`src/rtl/branch_unit.sv`:
```
// Branch resolution and prediction: flag register, eight-way condition decode,
// a table of 2-bit saturating counters, and a mispredict-triggered flush window.
module branch_unit #(
   parameter int PC_WIDTH     = 16,
   parameter int BHT_DEPTH    = 16,
   parameter int FLUSH_CYCLES = 2
) (
   input  logic                clk,
   input  logic                rst_n,
   input  logic                flag_we,
   input  logic                z_in,
   input  logic                n_in,
   input  logic                c_in,
   input  logic                v_in,
   input  logic [PC_WIDTH-1:0] pred_pc,
   output logic                pred_taken,
   input  logic                valid,
   input  logic [3:0]          branch,
   input  logic [PC_WIDTH-1:0] pc,
   input  logic                predicted,
   output logic                jump,
   output logic                mispredict,
   output logic                flush
);

   localparam int         IDX        = $clog2(BHT_DEPTH);
   localparam logic [3:0] FLUSH_LOAD = 4'(FLUSH_CYCLES);

   function automatic logic [1:0] sat_update(input logic [1:0] ctr, input logic taken);
      logic [1:0] nxt;
      if (taken) begin
         nxt = (ctr == 2'b11) ? 2'b11 : ctr + 2'b01;
      end else begin
         nxt = (ctr == 2'b00) ? 2'b00 : ctr - 2'b01;
      end
      return nxt;
   endfunction

   logic [3:0]                 flags_q, flags_d;
   logic [3:0]                 flush_cnt_q, flush_cnt_d;
   logic                       flush_q;
   logic [BHT_DEPTH-1:0][1:0]  bht_q, bht_d;
   logic                       ev_s, cond_s, jump_s, mispredict_s;
   logic [IDX-1:0]             rd_idx_s, wr_idx_s;
   logic                       unused_s;

   assign rd_idx_s = pred_pc[IDX-1:0];
   assign wr_idx_s = pc[IDX-1:0];
   assign unused_s = ^{pred_pc[PC_WIDTH-1:IDX], pc[PC_WIDTH-1:IDX]};

   // Condition decode and resolution against the registered flags {z,n,c,v}.
   always_comb begin
      cond_s = 1'b0;
      case (branch[2:0])
         3'b000:  cond_s = 1'b1;
         3'b001:  cond_s = flags_q[3];
         3'b010:  cond_s = flags_q[2];
         3'b011:  cond_s = flags_q[1];
         3'b100:  cond_s = flags_q[0];
         3'b101:  cond_s = ~flags_q[3];
         3'b110:  cond_s = ~flags_q[2];
         3'b111:  cond_s = ~flags_q[1];
         default: cond_s = 1'b0;
      endcase
      ev_s         = valid & (flush_cnt_q == 4'd0);
      jump_s       = ev_s & branch[3] & cond_s;
      mispredict_s = ev_s & (jump_s != predicted);
   end

   // Next-state for flags, flush window and the counter table.
   always_comb begin
      flags_d     = flags_q;
      flush_cnt_d = flush_cnt_q;
      bht_d       = bht_q;
      if (flag_we) begin
         flags_d = {z_in, n_in, c_in, v_in};
      end else begin
         flags_d = flags_q;
      end
      if (mispredict_s) begin
         flush_cnt_d = FLUSH_LOAD;
      end else if (flush_cnt_q != 4'd0) begin
         flush_cnt_d = flush_cnt_q - 4'd1;
      end else begin
         flush_cnt_d = flush_cnt_q;
      end
      // Only real, unsquashed branches train the table.
      if (ev_s & branch[3]) begin
         bht_d[wr_idx_s] = sat_update(bht_q[wr_idx_s], jump_s);
      end else begin
         bht_d = bht_q;
      end
   end

   // State registers; counters reset to weakly not-taken.
   always_ff @(posedge clk or negedge rst_n) begin
      if (!rst_n) begin
         flags_q     <= 4'd0;
         flush_cnt_q <= 4'd0;
         flush_q     <= 1'b0;
         for (int i = 0; i < BHT_DEPTH; i++) begin
            bht_q[i] <= 2'b01;
         end
      end else begin
         flags_q     <= flags_d;
         flush_cnt_q <= flush_cnt_d;
         flush_q     <= (flush_cnt_d != 4'd0);
         bht_q       <= bht_d;
      end
   end

   assign pred_taken = bht_q[rd_idx_s][1];
   assign jump       = jump_s;
   assign mispredict = mispredict_s;
   assign flush      = flush_q;

endmodule

```
`config.mk`:
```
export PLATFORM = sky130hd
export DESIGN_NAME = branch_unit
export DESIGN_NICKNAME = d
export VERILOG_FILES = /design/src/rtl/branch_unit.sv
export SDC_FILE = /design/constraint.sdc
export NUM_CORES = 1
export LEC_CHECK = 0
export CORE_UTILIZATION = 35
export CTS_CLUSTER_SIZE = 12
export DETAILED_ROUTE_END_ITERATION = 6
export HOLD_SLACK_MARGIN = 0.06
export PLACE_DENSITY = 0.7
export SETUP_SLACK_MARGIN = 0.5
export SLEW_MARGIN = 20
export SYNTH_ARGS = -nofsm -noshare
export SYNTH_HDL_FRONTEND = slang
export SYNTH_SLANG_ARGS = --single-unit
```
`constraint.sdc`:
```
create_clock -name clk -period 3.94 [get_ports clk]
set_clock_uncertainty 0.1 [all_clocks]
set_input_delay 0.788 -clock clk [delete_from_list [all_inputs] [get_ports clk]]
set_output_delay 0.788 -clock clk [all_outputs]
set_load 0.005 [all_outputs]
```
Yosys cells after proc, flatten, opt, wreduce, memory -nomap -nowiden
Index checks and enable logic that the tools add are counted.
- $add $sub $neg: 3
- reduce and logical (&&, ||, !) cells: 6
- muxes and demuxes: 14
- bitwise gates (word level): 7
- equality and inequality tests: 9
- magnitude comparators: 3
- operator list (operator ; number):
    32-bit bitwise mux ; 1
    2-bit binary-select mux with 4-bit select ; 2
    2-bit two-way mux ; 7
    3-bit equality test (second input constant) ; 4
    4-bit by 5-bit less-than comparator with 1-bit output (second input constant) ; 2
    2-bit demux with 4-bit select ; 1
    4-bit two-way mux ; 2
    1-bit one-hot mux with 8 select lines ; 1
    4-bit nonzero test ; 2
    3-bit by 2-bit equality test with 1-bit output (second input constant) ; 2
    1-bit AND ; 4
    4-bit by 1-bit greater-or-equal comparator with 1-bit output (second input constant) ; 1
    4-bit logical NOT ; 1
    4-bit by 1-bit subtractor with 4-bit output (second input constant) ; 1
    3-bit by 1-bit equality test with 1-bit output (second input constant) ; 1
    3-bit logical NOT ; 1
    1-bit NOT ; 3
    2-bit by 1-bit adder with 2-bit output (second input constant) ; 1
    2-bit equality test (second input constant) ; 1
    2-bit logical NOT ; 1
    2-bit by 1-bit subtractor with 2-bit output (second input constant) ; 1
    1-bit logical AND ; 1
    1-bit != test ; 1
- input port bits: 45
- bits in registers: 41

Longest topological paths before layout
- depth after elaboration: 8
- mapped depth: 9
- depth with buffers taken out: 7

Least setup slack after synthesis
No wires, ideal clock.
- path type: input port to output port
- from: input port branch[0]
- to: output port mispredict
- setup slack: 1.111 ns
- arrival time: 1.941 ns
- path buffers: 0
- cell stages on the path: 6
- data required time: 3.052 ns
- cell sequence: mux2i_1 xnor2_1 a22oi_1 or3_1 and2_1 nor3_1
- longest elaborated chain between the ends: 5
- elaborated cells between the ends (all ways): 12
- classes of those cells: 8 x eq/ne; 1 x mux; 2 x bitwise; 1 x reduce/logical
- RTL lines (item ; RTL line ; text):
    start, declared ; 18 ; input logic [3:0] branch,
    3-bit equality test, or another cell as far along ; 54 ; case (branch[2:0])
    1-bit one-hot mux with 8 select lines (*) ; 54 ;
    1-bit AND (*) ; 66 ; jump_s = ev_s & branch[3] & cond_s;
    1-bit != test (*) ; 67 ; mispredict_s = ev_s & (jump_s != predicted);
    1-bit AND (*) ; 67 ;
    end, declared ; 22 ; output logic mispredict,
Mark *: on every way between the ends. The rest lies on a longest branch, timed or not.

Worst setup path after layout
- from: input port pred_pc[0]
- to: output port pred_taken
- longest elaborated chain between the ends: 2
- RTL lines (item ; RTL line ; text):
    start, declared ; 15 ; input logic [PC_WIDTH-1:0] pred_pc,
    2-bit binary-select mux with 4-bit select ; 112 ; assign pred_taken = bht_q[rd_idx_s][1];
    2-bit two-way mux (not written as such) ; 112 ;
    end, declared ; 16 ; output logic pred_taken,
No other way between the ends. The select of a mux whose other input is x is not followed.

==> flow_metrics.tcl <==
set metrics [dict create \
    clk_path_buf_depth 2 \
    synth_adder_area_share_pct 1.09 \
    path_class "in2out" \
    dp_hpwl_mm 3.14 \
    routed_wl_mm 4.22 \
    ys_seq_elements 41 \
    area_growth_pct 17.5 \
    layout_common_cells "mux2_2 (36), dfrtp_1 (25), clkdlybuf4s50_1 (18)" \
    synth_compound_gate_area_share_pct 5.65 \
    power_density_nw_per_um2 366 \
    slowest_stage "mux4_2" \
    insertion_delay_ns 0.29 \
    initial_core_util_pct 36.3 \
    drive_gt1_share_pct 43.9 \
    startpoint_type "primary input" \
    grt_pass1_vias 1550 \
    viasPerCell 5.27 \
    clock-sinks 41 \
    antenna_found_initial 0 \
    grt_use_total_pct 13.4 \
    rows 29 \
    hold_buffers 0 \
    hp-class "reg2reg" \
    synth_cell_types 39 \
    fin_crit_sh_pct 84.0 \
    slew_headroom_pct 39.8 \
    multi_input_area_um2 1210 \
    synth-simple-area-share_pct 13.0 \
    muxShareOfSynthArea_pct 30.7 \
    slew_violations 0 \
    tightest_slew_ns 0.903 \
    drt-pass1-iter-count 4 \
    rsz0062_at_grt "false" \
    n_fill_cell 555 \
    setup_viol_count_final 0 \
    p_total_uw 992 \
    vias 1487 \
    cp_max_fo 4 \
    coreArea_um2 6350 \
    ys_async_sr_fraction_pct 100 \
    route.detailed.drc 0 \
    synth_xor_area_share_pct 0.760 \
    hold_viol 0 \
    fmax_ghz 0.302 \
    synth_ff_type "dfrtp_1" \
    synth_edf_count 0 \
    placed_area_um2 2590 \
    numPortBuffers 24 \
    die-area_um2 6910 \
    post_drt_wl_per_cell_um 15.0 \
    ir_drop_v 0.000208 \
    cap_violations 0 \
    grt_max_degree 42 \
    cp-end-kind "output pin" \
    synth_fp_nets 226 \
    p_leak_uw 0.00113 \
    nNetsFinal 252 \
    first_iter_violations 113 \
    final.min_clock_period_ns 3.31 \
    seq_area_um2 1050 \
    grt_pass1_wl_mm 7.32 \
    antennaDiodeCount 0 \
    grt-ovfl-total 0 \
    finalInstanceArea_um2 2710 \
    die_y_um 83.1 \
    cts_tree "yes" \
    cp.arrival_ns 2.42 \
    cts_root_buf "clkbuf_8" \
    cp_cell_sequence "buf_2 > mux4_2 > mux4_2 > clkdlybuf4s50_1" \
    outcome "finished clean" \
    synth_top_family_by_area "multiplexers" \
    layout_commonest_cell "mux2_2" \
    synth_cells 179 \
    fin_setup_tns_ns 0 \
    avgSynthCellArea_um2 12.9 \
    h-tree-depth 2 \
    path_clk_slew_ns 0.07 \
    cts_buffers 5 \
    ys_seq_area_share_pct 45.4 \
    drtAntennaViolNets 0 \
    gp_congestion 0.776 \
    fin_util_pct 42.6 \
    critPathMaxStageDelay_ns 0.54 \
    top_level_ports 49 \
    cpMostUsedCell "mux4_2" \
    synth_area_um2 2300 \
    dieWidth_um 83.1 \
    required_ns 3.05 \
    ys.warnings.count 0 \
]
power by group:
group	switching, uW	internal (uW)	leakage, uW	total [uW]
Sequential	28.8	454	0.000493	482
Clock	133	139	0.0000443	272
Combinational	123	114	0.000597	237
Total	285	706	0.00113	992
layout make-up:
| class | count | area share (%) |
|---|---|---|
| multi-input cells | 125 | 44.6 |
| flip-flops and latches | 41 | 38.6 |
| repair buffers | 28 | 9.47 |
| well taps | 77 | 3.56 |
| clock buffers | 7 | 3.19 |
| inverters | 4 | 0.555 |
cell usage after synthesis, types with 2 or more instances:
master	number	share of area (%)
nand2_1	9	1.5
clkbuf_1	4	0.65
a21o_1	2	0.65
ha_1	2	1.1
nand3_2	2	0.87
o21ai_0	3	0.65
nor3_1	5	1.1
a22oi_1	2	0.65
nand3b_1	4	1.3
a21oi_1	3	0.65
nand4_1	2	0.54
nor2_1	5	0.81
and3_1	4	1.1
inv_1	4	0.65
mux2_2	36	18
dfrtp_1	25	27
mux4_2	13	13
nor2b_1	4	1.1
buf_6	2	0.98
dfstp_2	16	18
nand3_1	10	2.2
buf_2	2	0.43
xnor2_1	2	0.76
a21oi_2	2	0.76
nand2b_1	2	0.54
flip-flops by register name, indices dropped and copies added (netlist names):
| name | flops |
|---|---|
| bht_q | 32 |
| flags_q | 4 |
| flush | 1 |
| flush_cnt_q | 4 |
cells by family (layout without fill, tap and decap cells):
family / count (synthesis) / after routing
XOR/XNOR: 2 / 2
flip-flops: 41 / 41
multiplexers: 50 / 50
AND/OR/NAND/NOR: 53 / 53
AO/OA/AOI/OAI: 18 / 18
buffers and inverters: 13 / 39
adder cells (fa/ha/maj): 2 / 2
per-layer routing:
layer	part of all wire (%)	GRT usage (%)	up-vias
li1	-	-	717
met2	50	22.1	20
met3	3.2	3.98	10
met4	1.8	4.86	0
met5	0	0	-
met1	45	16.8	740
critical path, delay by kind of cell:
family	cells	cell delay, ns
buf+inv	2	0.63
mux	2	1.00
final timing paths:
check | depth (start not counted) | from | slack, ns | endpoint
worst max register to register | 7 | flush_cnt_q[0] | 1.38 | bht_q[15]
worst min-delay path | 1 | flags_q[2] | 0.41 | flags_q[2]
worst min register to register | 1 | flags_q[2] | 0.41 | flags_q[2]
max in group asynchronous | 1 | rst_n | 2.65 | bht_q[27]
worst max-delay path | 4 | pred_pc[0] | 0.63 | pred_taken
min in group asynchronous | 1 | rst_n | 0.52 | flags_q[3]
metrics by stage:
step	instances	worst slack (ns)	hold slack, ns
after floorplan	179	1.11	0.371
after global placement	274	0.0389	0.393
after detailed placement	274	0.0161	0.402
after CTS	281	0.491	0.418
after global routing	282	0.511	0.426
final	282	0.630	0.414
what timing repair did:
action / 4_1_cts / 5_1_grt
setup buffers: 0 / 1
setup endpoints to repair: 3 / 2
pin swaps: 2 / 4
resized for setup: 9 / 10
(Power assumes the default switching activity.)
